**config.mk**
```make
export PLATFORM = sky130hd
export DESIGN_NAME = fifo_wr_arbiter
export DESIGN_NICKNAME = d
export VERILOG_FILES = /design/src/rtl/fifo_wr_arbiter.sv
export SDC_FILE = /design/constraint.sdc
export NUM_CORES = 1
export LEC_CHECK = 0
export ABC_CLOCK_PERIOD_IN_PS = 3400
export CAP_MARGIN = 20
export CORE_MARGIN = 5
export CORE_UTILIZATION = 25
export CTS_CLUSTER_DIAMETER = 120
export DETAILED_ROUTE_END_ITERATION = 10
export DONT_BUFFER_PORTS = 1
export SYNTH_ARGS = -nofsm -noshare
export SYNTH_HDL_FRONTEND = slang
export SYNTH_SLANG_ARGS = --single-unit
```
**constraint.sdc**
```tcl
create_clock -name clk -period 3.4 [get_ports clk]
set_clock_uncertainty 0.05 [all_clocks]
set_input_delay 0.51 -clock clk [delete_from_list [all_inputs] [get_ports clk]]
set_output_delay 0.51 -clock clk [all_outputs]
set_load 0.01 [all_outputs]
```
**src/rtl/fifo_wr_arbiter.sv**
```systemverilog
// Round-robin write arbiter: grants one requester at a time the write port of a
// downstream FIFO and holds the grant until end-of-packet or L words, whichever
// comes first. One idle bubble separates consecutive grants.
module fifo_wr_arbiter #(
    parameter int unsigned B = 8,
    parameter int unsigned N = 4,
    parameter int unsigned L = 16
) (
    input  logic                 clk,
    input  logic                 rst,
    input  logic [N-1:0]         req_valid,
    input  logic [N*B-1:0]       req_data,
    input  logic [N-1:0]         req_last,
    output logic [N-1:0]         req_ready,
    input  logic                 fifo_full,
    output logic                 fifo_w,
    output logic [B-1:0]         fifo_w_data,
    output logic [$clog2(N)-1:0] grant_id,
    output logic                 busy
);

    localparam int unsigned IW = $clog2(N);
    localparam int unsigned CW = $clog2(L + 1);

    typedef enum logic {StIdle, StLock} state_e;

    state_e        r_state, w_state_next;
    logic [IW-1:0] r_grant_id, w_grant_id_next;
    logic [IW-1:0] r_rr_ptr, w_rr_ptr_next;
    logic [CW-1:0] r_cnt, w_cnt_next;

    logic [IW-1:0] w_pick;
    logic [IW-1:0] w_idx;
    logic          w_any;
    logic          w_xfer;
    logic          w_release;

    // Round-robin search: first valid requester at or after rr_ptr (N is a power
    // of two, so the IW-bit add wraps modulo N for free).
    always_comb begin
        w_pick = '0;
        w_any  = 1'b0;
        w_idx  = r_rr_ptr;
        for (int unsigned k = 0; k < N; k++) begin
            w_idx = r_rr_ptr + IW'(k);
            if (!w_any && req_valid[w_idx]) begin
                w_pick = w_idx;
                w_any  = 1'b1;
            end
        end
    end

    // A transfer needs the grant holder's valid and room in the FIFO.
    assign w_xfer    = (r_state == StLock) && req_valid[r_grant_id] && !fifo_full;
    assign w_release = w_xfer && (req_last[r_grant_id] || (r_cnt == CW'(L - 1)));

    // Steer the grant holder's word straight through to the FIFO.
    always_comb begin
        fifo_w_data = '0;
        for (int unsigned i = 0; i < N; i++) begin
            if (r_grant_id == IW'(i)) begin
                fifo_w_data = req_data[i*B +: B];
            end
        end
    end

    // Next-state logic and handshake outputs.
    always_comb begin
        w_state_next    = r_state;
        w_grant_id_next = r_grant_id;
        w_rr_ptr_next   = r_rr_ptr;
        w_cnt_next      = r_cnt;
        req_ready       = '0;
        fifo_w          = 1'b0;
        unique case (r_state)
            StIdle: begin
                if (w_any) begin
                    w_state_next    = StLock;
                    w_grant_id_next = w_pick;
                    w_cnt_next      = '0;
                end
            end
            StLock: begin
                req_ready[r_grant_id] = !fifo_full;
                fifo_w                = w_xfer;
                if (w_xfer) begin
                    w_cnt_next = r_cnt + CW'(1);
                end
                if (w_release) begin
                    w_state_next  = StIdle;
                    w_rr_ptr_next = r_grant_id + IW'(1);
                end
            end
            default: begin
                w_state_next = StIdle;
            end
        endcase
    end

    // State registers with asynchronous active-high reset.
    always_ff @(posedge clk or posedge rst) begin
        if (rst) begin
            r_state    <= StIdle;
            r_grant_id <= '0;
            r_rr_ptr   <= '0;
            r_cnt      <= '0;
        end else begin
            r_state    <= w_state_next;
            r_grant_id <= w_grant_id_next;
            r_rr_ptr   <= w_rr_ptr_next;
            r_cnt      <= w_cnt_next;
        end
    end

    assign grant_id = r_grant_id;
    assign busy     = (r_state == StLock);

endmodule

```
==> load_flow_metrics.sql <==
INSERT INTO impl_metrics (metric_group, metric, value, unit) VALUES
('floorplanning', 'floorplan.io_pins', '59', ''),
('sta', 'period_utilisation_layout', '78.7', '%'),
('pwr', 'final_total_power', '0.000937', 'W'),
('clock_network', 'postCtsSetupBuffers', '0', ''),
('clock_network', 'cts-root-to-sink-buffers', '2', ''),
('grt', 'antenna_found_initial', '0', ''),
('synthesis', 'synth_cell_types', '34', ''),
('synthesis', 'post_synth_and_or_nand_nor_area_fraction', '23.9', '%'),
('sta', 'fin_crit', '2680', 'ps'),
('finish', 'synthToLayoutAreaGrowth', '7.69', '%'),
('synthesis', 'synth-edff-count', '0', ''),
('setup_path', 'end_kind', 'output port', ''),
('placed_design', 'port_buffers', '0', ''),
('pwr', 'comb_power_share', '58.4', '%'),
('synthesis', 'post_synthesis_instance_total', '124', ''),
('setup_path', 'worstPathMaxFanout', '16', ''),
('clock_network', 'cts.hold.buffers_added', '0', ''),
('route', 'drtIter0Drc', '17', ''),
('clock_network', 'total_clock_buffers_created_by_cts', '3', ''),
('synthesis', 'netlist_top_cells_count', 'nand2_1, a21oi_1, dfrtp_1', ''),
('finish', 'filler_cell_count', '429', ''),
('synthesis', 'syn-cell-area', '1010', 'um2'),
('sta', 'finalSetupViolations', '0', ''),
('floorplanning', 'start_util', '25.6', '%'),
('finish', 'nNetsFinal', '173', ''),
('sta', 'timing.final.ws_setup', '724', 'ps'),
('setup_path', 'r2r_slack', '1450', 'ps'),
('floorplanning', 'die_w', '73.5', 'um'),
('setup_path', 'critical_path_required', '2840', 'ps'),
('route', 'avgViaCountPerCell', '5.30', ''),
('sta', 'setup_tns', '0', 'ps'),
('sta', 'rsz0062_at_grt', 'false', ''),
('synthesis', 'synth_most_common_cell', 'nand2_1', ''),
('pwr', 'power.net_switching', '0.000453', 'W'),
('clock_network', 'htreeDepth', '1', ''),
('floorplanning', 'die_area', '5400', 'um2'),
('clock_network', 'cts_resized', '0', ''),
('run_status', 'status', 'finished, final reports clean', ''),
('placed_design', 'post-dp-hpwl', '2260', 'um'),
('sta', 'max_slew_margin', '65.1', '%'),
('clock_network', 'cts.sinks', '10', ''),
('grt', 'first_global_vias', '853', ''),
('clock_network', 'tritoncts', 'done', ''),
('synthesis', 'synthMuxAreaShare', '12.2', '%'),
('placed_design', 'worst_slack_at_placement', '987', 'ps'),
('synthesis', 'synth.top_cell.area_share', '24.8', '%'),
('clock_network', 'cts_root_buffer', 'clkbuf_8', ''),
('route', 'antenna_left', '0', ''),
('pwr', 'power.share.sequential', '27.8', '%'),
('synthesis', 'synth_top_flop_cell', 'dfrtp_1', ''),
('sta', 'slew_viol_final', '0', ''),
('sta', 'timing_hold_violations_final', '0', ''),
('grt', 'globalRouteOverflowTotal', '0', ''),
('setup_path', 'critical_path_arrival', '2120', 'ps'),
('finish', 'finalCoreUtilization', '27.5', '%'),
('synthesis', 'post_synthesis_area_per_instance', '8.13', 'um2'),
('synthesis', 'dominant_combinational_cell_family_by_area_after_synthesis', 'compound AO/OA/AOI/OAI gates', ''),
('grt', 'maximum_number_of_pins_on_one_net_before_global_route_repair', '18', ''),
('route', 'wl_per_cell', '16.2', 'um'),
('route', 'drc_errors', '0', ''),
('setup_path', 'timing_worst_setup_path_type', 'flip-flop to output port', ''),
('pwr', 'power.switching_fraction', '48.3', '%'),
('synthesis', 'ys_seq_elements', '10', ''),
('pwr', 'power.density', '863', 'nW/um2'),
('clock_network', 'clkTransAtPathRegs', '50', 'ps'),
('finish', 'num_antenna_cells', '0', ''),
('synthesis', 'post_synth_fa_ha_maj_area_fraction', '7.44', '%'),
('floorplanning', 'placementRows', '23', ''),
('synthesis', 'synth_compound_area_share', '25.2', '%'),
('setup_path', 'timing.critical_path.from_type', 'flip-flop', ''),
('synthesis', 'sequential_area_share_after_synthesis', '24.8', '%');
## routing by layer
metal | GRT usage (%) | wire length (um) | vias to the layer above
met2 | 15.7 | 1110 | 60
met3 | 3.83 | 477 | 5
li1 | - | - | 444
met4 | 5.43 | 63 | 0
met5 | 0 | 0 | -
met1 | 11.0 | 1130 | 403
## through the flow
stage	hold WS [ps]	area, um2	instances
2_1_floorplan	300	1010	124
3_3_place_gp	352	1040	169
3_5_place_dp	354	1040	169
4_1_cts	95.2	1090	172
5_1_grt	111	1090	172
6_report	89.2	1090	172
## power by group through the flow
stage | combinational, W | sequential, W | clock (W)
after global routing | 0.000613 | 0.000273 | 0.000137
after global placement | 0.000541 | 0.000260 | 0
after detailed placement | 0.000552 | 0.000263 | 0
after CTS | 0.000553 | 0.000262 | 0.000130
final | 0.000548 | 0.000261 | 0.000129
after floorplan | 0.000493 | 0.000230 | 0
## kinds of logic (layout without fill, tap and decap cells)
group | Yosys count | count (layout)
buffers and inverters | 13 | 11
DFF | 10 | 10
adders and majority gates | 6 | 6
muxes | 9 | 9
xor gates and xnor gates | 1 | 1
AOI/OAI and AO/OA | 39 | 39
and+or+nand+nor | 46 | 46
## registers in the layout, indices dropped and copies added, names as in the netlist
register and flops:
r_cnt 5, busy 1, r_rr_ptr 2, grant_id 2
## path summary, 6_finish.rpt
check                             from        endpoint  cells past startpoint
max reg2reg                grant_id[0]     r_rr_ptr[1]                      4
min                                rst        r_cnt[3]                      1
min reg2reg                   r_cnt[3]        r_cnt[3]                      1
max                        grant_id[1]  fifo_w_data[2]                      6
max in group asynchronous          rst     grant_id[0]                      1
min in group clk              r_cnt[3]        r_cnt[3]                      1
## layout make-up
class                   instances  area [um2]  share of cell area (%)
clock buffers                   3        41.3                    3.80
flip-flops and latches         10         250                    23.0
well taps                      50        62.6                    5.76
inverters                       8        30.0                    2.76
multi-input cells             101         702                    64.6
## worst max-delay path: stages, from the launching register on
cell and delay (ps):
dfrtp_1 590, inv_1 120, ha_1 360, nand3b_1 230, a21oi_1 150, a21oi_1 50, o21ai_0 370
## layout by cell type, fill, tap and decap left out, types with 2 or more instances in the layout
cell type	instances
clkbuf_8	3
and2_1	5
nand3b_1	7
a221oi_1	2
ha_1	6
mux2_2	2
nor2b_1	5
nand2_1	20
dfrtp_1	10
nand3_1	2
nor2_1	2
inv_1	8
mux4_2	2
o31ai_1	2
o21ai_1	2
mux2i_1	4
o21ai_0	9
a21oi_1	16
(Power assumes the default switching activity.)
